`config.mk`:
```
export PLATFORM = sky130hd
export DESIGN_NAME = grey_rx_decoder
export DESIGN_NICKNAME = d
export VERILOG_FILES = /design/src/rtl/grey_rx_decoder.sv
export SDC_FILE = /design/constraint.sdc
export NUM_CORES = 1
export LEC_CHECK = 0
export BUFFER_PORTS_ARGS = -buffer_cell sky130_fd_sc_hd__clkbuf_2
export CORE_UTILIZATION = 44
export DETAILED_ROUTE_END_ITERATION = 6
export MAX_ROUTING_LAYER = met4
export PLACE_DENSITY_LB_ADDON = 0.05
export SETUP_SLACK_MARGIN = 0.5
export SLEW_MARGIN = 10
export SYNTH_ARGS = -nofsm -noshare
export SYNTH_HDL_FRONTEND = slang
export SYNTH_SLANG_ARGS = --single-unit
```
`constraint.sdc`:
```
create_clock -name clk -period 2.8 [get_ports clk]
set_clock_uncertainty 0.15 [all_clocks]
set_input_delay 0.14 -clock clk [delete_from_list [all_inputs] [get_ports clk]]
set_output_delay 0.14 -clock clk [all_outputs]
set_load 0.02 [all_outputs]
```
`src/rtl/grey_rx_decoder.sv`:
```
// rtl/grey_rx_decoder.sv - Gray-code receive decoder with synchronizer, step tracking and error flags
//
// Purpose: samples a free-running Gray-coded count (possibly from another
// clock domain) through a SYNC_STAGES-deep synchronizer, decodes it to
// binary, pulses step/wrap on each legal +1 advance and keeps a saturating
// count of advances.
//
// Optional feature macro: GREY_RX_ERR_CHECK_EN
//   defined   : Hamming-distance check built; err / err_sticky functional
//   undefined : err and err_sticky tied 0; non +1 changes update bin_out silently
//
// Ports:
//   clk        in   single clock, rising edge
//   reset      in   asynchronous active-low reset
//   gray_in    in   Gray-coded count from the transmitter (WIDTH)
//   clr        in   synchronous clear of err_sticky and step_cnt
//   bin_out    out  registered binary decode of last accepted sample (WIDTH)
//   step       out  one-cycle pulse on a legal +1 advance
//   wrap       out  one-cycle pulse on the 2^WIDTH-1 -> 0 advance
//   err        out  one-cycle pulse on an illegal transition
//   err_sticky out  set by err, held until clr or reset
//   step_cnt   out  saturating count of step pulses (CNT_W)
module grey_rx_decoder #(
  parameter int WIDTH       = 3,
  parameter int SYNC_STAGES = 2,
  parameter int CNT_W       = 8
) (
  input  logic             clk,
  input  logic             reset,
  input  logic [WIDTH-1:0] gray_in,
  input  logic             clr,
  output logic [WIDTH-1:0] bin_out,
  output logic             step,
  output logic             wrap,
  output logic             err,
  output logic             err_sticky,
  output logic [CNT_W-1:0] step_cnt
);

  typedef enum logic {
    ST_UNPRIMED = 1'b0,
    ST_TRACK    = 1'b1
  } state_e;

  logic [WIDTH-1:0] sync_q [SYNC_STAGES];
  logic [WIDTH-1:0] g;
  logic [WIDTH-1:0] g_bin;
  logic [WIDTH-1:0] bin_inc;
  state_e           state_q;
  logic [WIDTH-1:0] prev_g_q;
  logic [WIDTH-1:0] bin_q;
  logic             step_q;
  logic             wrap_q;
  logic [CNT_W-1:0] cnt_q;
  logic [CNT_W-1:0] cnt_base;
  logic [CNT_W-1:0] cnt_d;
  logic             changed;
  logic             inc_match;
  logic             legal;
  logic             step_d;
  logic             wrap_d;

  function automatic logic [WIDTH-1:0] gray2bin(input logic [WIDTH-1:0] gv);
    logic [WIDTH-1:0] b;
    b[WIDTH-1] = gv[WIDTH-1];
    for (int i = WIDTH - 2; i >= 0; i--) begin
      b[i] = b[i+1] ^ gv[i];
    end
    return b;
  endfunction

  always_ff @(posedge clk or negedge reset) begin
    if (!reset) begin
      for (int i = 0; i < SYNC_STAGES; i++) begin
        sync_q[i] <= '0;
      end
    end else begin
      sync_q[0] <= gray_in;
      for (int i = 1; i < SYNC_STAGES; i++) begin
        sync_q[i] <= sync_q[i-1];
      end
    end
  end

  assign g         = sync_q[SYNC_STAGES-1];
  assign g_bin     = gray2bin(g);
  assign bin_inc   = bin_q + WIDTH'(1);
  assign inc_match = (g_bin == bin_inc);
  assign changed   = (state_q == ST_TRACK) && (g != prev_g_q);

`ifdef GREY_RX_ERR_CHECK_EN
  logic [WIDTH-1:0] diff;
  logic             one_bit;
  // Power-of-two test: exactly one bit set in the sample-to-sample difference.
  assign diff    = g ^ prev_g_q;
  assign one_bit = (diff != '0) && ((diff & (diff - WIDTH'(1))) == '0);
  assign legal   = one_bit && inc_match;
`else
  assign legal   = inc_match;
`endif

  assign step_d = changed && legal;
  assign wrap_d = step_d && (bin_q == '1);

  // clr is applied before the increment so clr coinciding with step yields 1.
  assign cnt_base = clr ? '0 : cnt_q;
  assign cnt_d    = (step_d && (cnt_base != '1)) ? cnt_base + CNT_W'(1) : cnt_base;

  always_ff @(posedge clk or negedge reset) begin
    if (!reset) begin
      state_q  <= ST_UNPRIMED;
      prev_g_q <= '0;
      bin_q    <= '0;
      step_q   <= 1'b0;
      wrap_q   <= 1'b0;
      cnt_q    <= '0;
    end else begin
      step_q <= 1'b0;
      wrap_q <= 1'b0;
      if (state_q == ST_UNPRIMED) begin
        // Priming: adopt whatever the synchronizer holds, no classification.
        prev_g_q <= g;
        bin_q    <= g_bin;
        state_q  <= ST_TRACK;
      end else if (changed) begin
        // Always resync to the new sample, legal or not.
        prev_g_q <= g;
        bin_q    <= g_bin;
        step_q   <= step_d;
        wrap_q   <= wrap_d;
      end
      cnt_q <= cnt_d;
    end
  end

`ifdef GREY_RX_ERR_CHECK_EN
  logic err_d;
  logic err_q;
  logic sticky_q;

  assign err_d = changed && !legal;

  always_ff @(posedge clk or negedge reset) begin
    if (!reset) begin
      err_q    <= 1'b0;
      sticky_q <= 1'b0;
    end else begin
      err_q    <= err_d;
      // Set beats clear.
      sticky_q <= err_d | (sticky_q & ~clr);
    end
  end

  assign err        = err_q;
  assign err_sticky = sticky_q;
`else
  assign err        = 1'b0;
  assign err_sticky = 1'b0;
`endif

  assign bin_out  = bin_q;
  assign step     = step_q;
  assign wrap     = wrap_q;
  assign step_cnt = cnt_q;

endmodule
```
# Word level (Yosys, flattened, before mapping)
# Index checks and enable logic that the tools add are counted.
classes:
  addsub: 2
  eq_ne: 5
  n_mux: 10
  n_bitwise: 2
  n_reduce_logical: 4
ops:
  columns: ["cell", "n"]
  rows:
  - ["$mux 8", 2]
  - ["$mux 3", 4]
  - ["$add 8x1->8 const B", 1]
  - ["$ne 8x8->1 const B", 1]
  - ["$logic_and 1x1->1", 4]
  - ["$mux 1", 4]
  - ["$add 3x1->3 const B", 1]
  - ["$eq 3x3->1", 1]
  - ["$eq 3x3->1 const B", 1]
  - ["$ne 3x3->1", 1]
  - ["$ne 2x1->1 const B", 1]
  - ["$xor 1x1->1", 2]
totals:
  register_bits: 23
  inputBits: 6
  out_inout_bits: 15

# Logic depth before layout (Yosys ltp)
# Gate-level depths: netlist (run 1).
logic_depth:
  depth_word: 7
  ltp_mapped: 9
  depth_no_buf: 8

# Worst setup path after synthesis (run 1)
# No wires, ideal clock.
synth_path:
  kind: "register to register"
  start: "reg bin_q[0] (netlist: bin_out[0])"
  end: "reg cnt_q[4] (netlist: step_cnt[4])"
  setup_time_ns: 0.128
  arrival_ns: 2.140
  t_required_ns: 2.522
  setup_slack_ns: 0.382
  path_stages_with_launch: 8
  n_path_buf: 0
  synth_period_minus_slack_ns: 2.418
  path_cell_list: "dfrtp_1 -> ha_1 -> ha_1 -> nor3b_1 -> mux2i_2 -> or3_4 -> nor3_2 -> mux2_1"
synth_via:
  elab_chain_len: 5
synth_lines:
  columns: ["element", "line", "source"]
  rows:
  - ["start: declaration", "51", "logic [WIDTH-1:0] bin_q;"]
  - ["start signal: assignment", "123", "bin_q <= g_bin;"]
  - ["start signal: assignment", "128", "bin_q <= g_bin;"]
  - ["$add 3x1->3", "87", "assign bin_inc = bin_q + WIDTH'(1);"]
  - ["$eq 3x3->1", "88", "assign inc_match = (g_bin == bin_inc);"]
  - ["$logic_and 1x1->1", "102", "assign step_d = changed && legal;"]
  - ["$logic_and 1x1->1", "107", "assign cnt_d = (step_d && (cnt_base != '1)) ? cnt_base + CNT_W'(1) : cnt_base;"]
  - ["$mux 8", "107", null]
  - ["net cnt_d[4]", "56", "logic [CNT_W-1:0] cnt_d;"]
  - ["end signal: assignment", "132", "cnt_q <= cnt_d;"]
  - ["end: declaration", "54", "logic [CNT_W-1:0] cnt_q;"]
# The timed path passes the listed nets, and every way through them passes these cells.
# A chain may end at the register's enable or synchronous reset.

# Final worst setup path (run 1)
layout_path:
  start: "reg bin_q[1] (netlist: bin_out[1])"
  end: "reg cnt_q[4] (netlist: step_cnt[4])"
# Same word-level chain as after synthesis.

==> impl_metrics.yaml, run 1 <==
run_status:
  outcome: "complete, no violations"
setup_path:
  critPathMaxFanout: 4
  r2r-end: "step_cnt[4]"
  start_kind: "flop"
  cp_top_family: "simple AND/OR/NAND/NOR gates"
  cp-end-kind: "flop"
  crit_chain: "ha_4 -> ha_4 -> nor3b_2 -> mux2i_2 -> or3_4 -> nor3_2 -> mux2_1"
  cp_num_buf_inv: 0
  cp_common_cell: "ha_4"
  critPathKind: "reg2reg"
  crit_arrival_ps: 2290
  cp_slowest_cell: "dfrtp_2"
  critPathMaxStageDelay_ps: 450
  required_ps: 2860
  rr_startpoint: "bin_out[1]"
  rrSetupSlack_ps: 570
  ff2ff_path_depth: 7
sta:
  slew_violations: 0
  hold_viol: 0
  setup-tns-final_ps: 0
  fin_crit_sh_pct: 79.7
  relSlewSlack_pct: 64.6
  fmax_mhz: 448
  setup_viol: 0
  grt_setup_unrepaired: "true"
  tightest_slew_ps: 532
  layout_min_cycle_time_ps: 2230
route:
  dr_total_vias: 685
  drc: 0
  routed_wl_mm: 1.77
  drtIter0Drc: 15
  dr.pass1.iters: 4
  wl_per_cell_um: 12.5
  viasPerCell: 4.82
  postRouteAntennaNets: 0
pwr:
  irDropWorstVdd_uv: 448
  total_power_uw: 735
  cellPowerDensity_mw_per_mm2: 551
  leakagePower_nw: 0.649
hold_path:
  min_delay_path_depth: 2
  worstHoldStart: "clr"
  hp-class: "in2reg"
  min_to: "step_cnt[7]"
yosys:
  yosysSeqAreaShare_pct: 52.4
  async_flop_share_pct: 100
  syn_area_per_cell_um2: 11.9
  synthCells: 88
  synth-compound-area-share_pct: 2.14
  synthAdderAreaFrac_pct: 3.57
  synth_top_family_by_area: "simple AND/OR/NAND/NOR gates"
  ys_seq_elements: 22
  muxShareOfSynthArea_pct: 6.43
  synth_flop_cell: "dfrtp_1"
  synth-edff-count: 0
  netlist_area_mm2: 0.00105
  synth_xor_area_share_pct: 10.5
  yosysWarnings: 0
  synth-simple-area-share_pct: 17.9
  synth_cell_types: 33
placement:
  io_buffers: 18
  dp_hpwl_mm: 1.20
  finalWeightedCongestion: 0.773
  place_area_mm2: 0.00114
cts:
  clkLatencyLatePin_ps: 310
  numCtsBuffers: 3
  cts_tree: "yes"
  cts-root-buf: "clkbuf_4"
  htree_levels: 1
  cts_buffer_depth: 2
  clk_pin_slew_worst_paths_ps: 120
  clock-sinks: 22
layout:
  area_growth_pct: 26.9
  stdcell_area_mm2: 0.00133
  nNetsFinal: 124
  final_cell_mix: "dfrtp_1, clkbuf_2, buf_4"
  layout-drive-gt1-share_pct: 39.5
  final_core_util_pct: 59.7
  antenna_cells: 0
floorplanning:
  boundaryPins: 21
  fp.dieH_um: 50.9
  die_width_um: 50.9
  core_mm2: 0.00223
  die_area_mm2: 0.00259
  rows: 17
  start_util_pct: 47.1
global_routing:
  track_usage_pct: 16.5
  grt_overflow: 0
  first_global_vias: 642
  grt_max_degree: 23
  antenna_found_initial: 0
  grt_pass1_wl_mm: 2.90
run:
  maxCapViolCount: 0
==> stage by stage <==
step | cells | worst slack, ps | hold WS (ps)
2_1_floorplan | 89 | 456 | -306
3_3_place_gp | 127 | 483 | -2.69
3_5_place_dp | 127 | 393 | -7.40
4_1_cts | 140 | 467 | 35.2
5_1_grt | 142 | 467 | 45.0
6_report | 142 | 567 | 48.6
==> logic make-up (layout without fill, tap and decap cells) <==
family	after synthesis	in the layout
other	2	3
AO/OA/AOI/OAI	3	3
AND/OR/NAND/NOR	29	29
adder cells (fa/ha/maj)	3	3
XOR/XNOR	10	10
flip-flops	22	22
buffers and inverters	13	38
multiplexers	6	6
==> layout make-up <==
| cell class | count | area (um2) |
|---|---|---|
| clock buffer | 3 | 22.5 |
| clock inverter | 1 | 30.0 |
| fill | 195 | 900 |
| inverter | 5 | 18.8 |
| multi-input combinational | 54 | 489 |
| sequential | 22 | 556 |
| tap | 28 | 35.0 |
| timing repair buffer | 29 | 183 |
==> what timing repair did <==
| action | 4_1_cts | 5_1_grt |
|---|---|---|
| setup buffers | 5 | 2 |
| endpoints found under the setup margin | 4 | 6 |
| endpoints found under the hold margin | 25 | 0 |
| pin swaps | 3 | 2 |
| resized for setup | 3 | 4 |
| hold buffers | 4 | 0 |
==> per-layer routing <==
metal,share of wire (%),up-vias,GRT usage (%),routed length (um)
met5,0,-,-,0
met3,3.4,2,5.36,60
met1,45,328,18.3,789
li1,-,335,-,-
met4,0.45,0,5.56,8
met2,51,20,28.2,912
==> Yosys cell counts, types with 2 or more instances <==
cell type | number | area (um2)
buf_4 | 3 | 22.5
clkbuf_1 | 3 | 11.3
conb_1 | 2 | 7.51
dfrtp_1 | 22 | 551
ha_1 | 3 | 37.5
inv_1 | 5 | 18.8
mux2_1 | 3 | 33.8
mux2i_1 | 2 | 20.0
nand2_1 | 3 | 11.3
nand2b_1 | 2 | 12.5
nand3_1 | 2 | 10.0
nand4_1 | 2 | 12.5
nor2_1 | 5 | 18.8
nor2b_1 | 5 | 31.3
nor3_2 | 2 | 20.0
xnor2_1 | 5 | 43.8
xor2_1 | 3 | 26.3
==> worst register-to-register path: cells and delay by family, from the launching register on <==
| kind | cells | cell delay (ps) |
|---|---|---|
| adder cells (fa/ha/maj) | 2 | 380 |
| multiplexers | 2 | 460 |
| AND/OR/NAND/NOR | 3 | 690 |
| flip-flops | 1 | 450 |
==> registers in the layout, summed over array words and instances (netlist names) <==
signal / cells
step: 1
step_cnt: 8
g: 3
state_q: 1
sync_q: 3
bin_out: 2
prev_g_q: 3
wrap: 1
==> worst max-delay path by stage <==
stage,start,endpoint,slack (ps),cells after the start
2_1_floorplan,bin_out[0],step_cnt[4],460,7
3_3_place_gp,bin_out[0],step_cnt[4],480,7
3_5_place_dp,bin_out[1],step_cnt[4],390,7
4_1_cts,bin_out[1],step_cnt[4],470,7
5_1_grt,step_cnt[1],step_cnt[3],470,7
6_report,bin_out[1],step_cnt[4],570,7
==> where the power goes <==
| group | internal (mW) | total (mW) | switching, mW |
|---|---|---|---|
| Combinational | 0.0706 | 0.144 | 0.0736 |
| Clock | 0.145 | 0.241 | 0.0965 |
| Sequential | 0.336 | 0.350 | 0.0139 |
| Total | 0.551 | 0.735 | 0.184 |
Power figures use the tool's default switching activity.
==> inputs of run 2 (changes only) <==
Clock period 2.8 ns to 2 ns, I/O delays scaled along.
==> run 2 against run 1 <==
Effect of this change: the flow now finishes with violations (negative setup slack); worst setup slack worse by 780 ps; sequential share of layout area is 4.8 points lower; hold slack better by 3.6 ps; final cell count is 9.9% higher; die area stayed put; combinational power is 67% higher; final area is 13% higher; non-clock buffer count is 14 higher; via count is 8.2% higher; routed wire length is 9.9% higher; critical path type unchanged; largest cell class unchanged; largest power group unchanged.
==> impl_metrics.yaml, run 2 (synthesis gave the netlist of run 1 again) <==
floorplanning:
  boundaryPins: 21
  die_width_um: 50.9
  core_mm2: 0.00223
  start_util_pct: 47.1
  fp.dieH_um: 50.9
  rows: 17
  die_area_mm2: 0.00259
pwr:
  power_frac_clock_pct: 32.2
  irDropWorstVdd_uv: 530
  p_seq_share_pct: 45.4
  p_sw_uw: 275
  leakagePower_nw: 0.719
  total_power_mw: 1.07
  p_int_uw: 797
  p_sw_share_pct: 25.7
  cellPowerDensity_mw_per_mm2: 713
  p_comb_share_pct: 22.5
route:
  dr.pass1.iters: 2
  drtIter0Drc: 6
  drc: 0
  viasPerCell: 4.75
  dr_total_vias: 741
  postRouteAntennaNets: 0
  wl_per_cell_um: 12.5
  routed_wl_mm: 1.95
hold_path:
  min_delay_path_depth: 3
  hp-class: "in2reg"
cts:
  clkLatencyLatePin_ps: 310
  clk_pin_slew_worst_paths_ps: 130
  cts_tree: "yes"
  htree_levels: 1
  cts-root-buf: "clkbuf_4"
  numCtsBuffers: 3
  clock-sinks: 22
  cts_buffer_depth: 2
setup_path:
  ff2ff_path_depth: 7
  start_kind: "flop"
  required_ps: 2060
  cp-end-kind: "flop"
  critPathMaxFanout: 4
  critPathKind: "reg2reg"
  crit_arrival_ps: 2270
global_routing:
  grt_max_degree: 23
  grt_pass1_wl_mm: 3.33
  first_global_vias: 753
  grt_overflow: 0
  track_usage_pct: 18.1
  antenna_found_initial: 0
layout:
  nNetsFinal: 138
  layout-drive-gt1-share_pct: 49.2
  largest_reg_flops: 8
  final_common_cell: "dfrtp_1"
  nFillCells: 184
  multiInputGateArea_um2: 538
  antenna_cells: 0
  area_growth_pct: 43.0
  seqCellArea_um2: 553
  final_cell_mix: "dfrtp_1, clkbuf_2, buf_4"
sta:
  fin_ws_ps: -214
  setup_viol: 8
  grt_setup_unrepaired: "true"
  fmax_mhz: 452
  relSlewSlack_pct: 63.7
  hold_viol: 0
  fin_crit_sh_pct: 111
  whs_ps: 52.2
  layout_min_cycle_time_ps: 2210
  setup-tns-final_ps: -1050
  slew_violations: 0
  tightest_slew_ps: 544
run_status:
  outcome: "complete, but fails checks"
  failed_checks: "negative setup slack"
placement:
  pre_cts_ws_ps: -279
  io_buffers: 18
  dp_hpwl_mm: 1.39
  finalWeightedCongestion: 0.793
run:
  maxCapViolCount: 0
==> run 2: cell count changes in the layout (fill, tap and decap cells not counted), sizes merged <==
cell / previous run / this run
buf: 7 / 20
dlygate4sd3: 4 / 5
==> run 2: worst max-delay path, stage by stage (launching register included) <==
cell and delay (ps):
dfrtp_2 450, ha_4 170, ha_4 210, nor3b_2 200
mux2i_2 120, or3_4 380, nor3_4 130, mux2_4 310
==> run 2: worst paths after layout <==
check	slack [ps]	endpoint	start
worst max-delay path	-210	step_cnt[4]	bin_out[1]
worst min register to register	210	g[1]	sync_q[4]
worst min-delay path	50	step_cnt[7]	clr
min in group asynchronous	140	step	reset
worst max register to register	-210	step_cnt[4]	bin_out[1]
max in group asynchronous	1170	bin_out[0]	reset
==> run 2: power by group through the flow <==
stage | Sequential [mW] | Clock [mW] | Combinational, mW
final | 0.486 | 0.345 | 0.241
after global routing | 0.489 | 0.375 | 0.261
after CTS | 0.487 | 0.352 | 0.241
after detailed placement | 0.494 | 0 | 0.216
after global placement | 0.492 | 0 | 0.213
after floorplan | 0.514 | 0 | 0.119
==> run 2: metal layers <==
layer | GRT usage [%] | wire [um] | vias to the layer above
met2 | 28.2 | 989 | 13
met3 | 3.57 | 39 | 2
met1 | 23.6 | 906 | 365
li1 | - | - | 361
met5 | - | 0 | -
met4 | 6.48 | 11 | 0
==> run 2: area by class of cell <==
class / count / area share [%]
clock buffers: 3 / 1.50
clock inverters: 1 / 2.00
flip-flops and latches: 22 / 36.8
well taps: 28 / 2.33
inverters: 5 / 1.25
repair buffers: 43 / 20.3
multi-input cells: 54 / 35.8
==> run 2: metrics by stage <==
stage / std cells / utilization [%] / cell area [um2]
detailed placement: 144 / 58.1 / 1300
global placement: 144 / 58.1 / 1300
global route: 156 / 67.3 / 1500
floorplan: 89 / - / 1090
finish: 156 / 67.3 / 1500
CTS: 156 / 66.2 / 1480
==> run 2: timing repair <==
action | 4_1_cts | 5_1_grt
hold buffers | 5 | 0
hold endpoints to repair | 26 | 0
pin swaps | 4 | 1
endpoints found under the setup margin | 12 | 12
setup buffers | 3 | 0
gates resized for setup | 10 | 5
==> inputs of run 3 (changes only) <==
Settings changed: CORE_MARGIN from default to 2.
==> run 3 against run 2 <==
Effect of this change: the run still ends with negative setup slack left; hold slack better by 16 ps; largest power group unchanged; final area about the same; critical path type unchanged; utilization grew 0.056 points; highest routed layer unchanged; critical endpoint unchanged; largest cell class unchanged; sequential power about the same.
==> impl_metrics.yaml, run 3 (synthesis gave the netlist of run 1 again) <==
sta:
  whs_ps: 67.9
  layout_min_cycle_time_ps: 2180
  relSlewSlack_pct: 63.8
  grt_setup_unrepaired: "true"
  setup_viol: 8
  tightest_slew_ps: 543
  hold_viol: 0
  slew_violations: 0
  fin_ws_ps: -182
  fmax_mhz: 458
  setup-tns-final_ps: -1000
  fin_crit_sh_pct: 109
global_routing:
  first_global_vias: 746
  grt_overflow: 0
  grt_pass1_wl_mm: 3.33
  track_usage_pct: 17.7
  antenna_found_initial: 0
  grt_max_degree: 23
layout:
  final_cell_mix: "dfrtp_1, clkbuf_2, buf_4"
  area_growth_pct: 43.1
  final_common_cell: "dfrtp_1"
  stdcell_area_mm2: 0.00150
  layout-drive-gt1-share_pct: 54.8
  antenna_cells: 0
  nNetsFinal: 136
  largest_reg_flops: 8
hold_path:
  hp-class: "in2reg"
  worstHoldStart: "clr"
cts:
  cts_tree: "yes"
  cts-root-buf: "clkbuf_4"
  htree_levels: 1
  numCtsBuffers: 3
  cts_buffer_depth: 2
  clkLatencyLatePin_ps: 300
  clock-sinks: 22
  clk_pin_slew_worst_paths_ps: 130
pwr:
  irDropWorstVdd_uv: 538
  leakagePower_nw: 0.717
  p_seq_share_pct: 45.4
  p_int_uw: 802
  cellPowerDensity_mw_per_mm2: 712
  p_sw_share_pct: 25.1
  p_sw_uw: 269
  power_frac_clock_pct: 31.6
  p_comb_share_pct: 23.1
placement:
  io_buffers: 18
  finalWeightedCongestion: 0.743
  dp_hpwl_mm: 1.34
  place_area_mm2: 0.00128
  pre_cts_ws_ps: -273
run_status:
  failed_checks: "negative setup slack"
  outcome: "complete, but fails checks"
setup_path:
  critPathKind: "reg2reg"
  required_ps: 2050
  startpoint: "bin_out[1]"
  cp_num_buf_inv: 0
  cp_top_family: "simple AND/OR/NAND/NOR gates"
  critPathMaxFanout: 4
  cp-end-kind: "flop"
  start_kind: "flop"
  crit_chain: "ha_4 -> ha_4 -> and3_1 -> mux2i_2 -> or3_4 -> nor3_4 -> mux2_4"
  critPathMaxStageDelay_ps: 450
  cp_slowest_cell: "dfrtp_2"
  rr_startpoint: "bin_out[1]"
  cp_common_cell: "ha_4"
  crit_arrival_ps: 2230
route:
  routed_wl_mm: 1.90
  dr_total_vias: 735
  viasPerCell: 4.77
  drtIter0Drc: 6
  dr.pass1.iters: 3
  wl_per_cell_um: 12.3
  postRouteAntennaNets: 0
  drc: 0
floorplanning:
  core_mm2: 0.00223
  die_width_um: 52.9
  start_util_pct: 47.1
  die_area_mm2: 0.00280
  rows: 17
  boundaryPins: 21
  fp.dieH_um: 52.9
run:
  maxCapViolCount: 0
run 3: cell type report:
| type | count | area [um2] |
|---|---|---|
| fillers | 182 | 729 |
| flip-flops and latches | 22 | 553 |
| multi-input cells | 54 | 549 |
| repair buffers | 41 | 295 |
| well taps | 28 | 35.0 |
| clock inverters | 1 | 30.0 |
| clock buffers | 3 | 22.5 |
| inverters | 5 | 18.8 |
run 3: stage by stage:
step                      power, mW  utilization, %  instances
after floorplan               0.633               -         89
after global placement        0.704            57.4        142
after detailed placement      0.706            57.4        142
after CTS                      1.08            65.4        154
after global routing           1.14            67.3        154
final                          1.07            67.3        154
run 3: routing by layer:
layer  global-route usage [%]  part of all wire [%]
met1                     22.4                    45
met2                     27.3                    52
met3                     3.39                   2.6
met4                     8.97                  0.84
met5                        -                     0
run 3: worst register-to-register path: cells and delay by family, from the launching register on:
kind | cells | cell delay (ps)
AND/OR/NAND/NOR | 3 | 670
flip-flops | 1 | 450
multiplexers | 2 | 380
adder cells (fa/ha/maj) | 2 | 430
run 3: what timing repair did:
item                                    CTS  global route
gates resized for setup                  11            12
hold buffers                              4             0
endpoints found under the hold margin    25             0
pin swaps                                 7             3
buffers inserted                          4             0
endpoints found under the setup margin   12            12
run 3: final timing paths:
check,slack (ps),to,depth (start not counted)
setup reg to reg,-180,step_cnt[4],7
min in group asynchronous,140,step_cnt[7],2
hold / removal,70,step_cnt[7],3
hold reg to reg,210,g[2],0
setup / recovery,-180,step_cnt[4],7
max in group asynchronous,1170,bin_out[0],2
run 3: power by group through the flow:
stage / clock, mW / sequential (mW) / combinational [mW]
2_1_floorplan: 0 / 0.514 / 0.119
3_3_place_gp: 0 / 0.493 / 0.211
3_5_place_dp: 0 / 0.494 / 0.211
4_1_cts: 0.354 / 0.487 / 0.237
5_1_grt: 0.377 / 0.489 / 0.271
6_report: 0.338 / 0.486 / 0.247
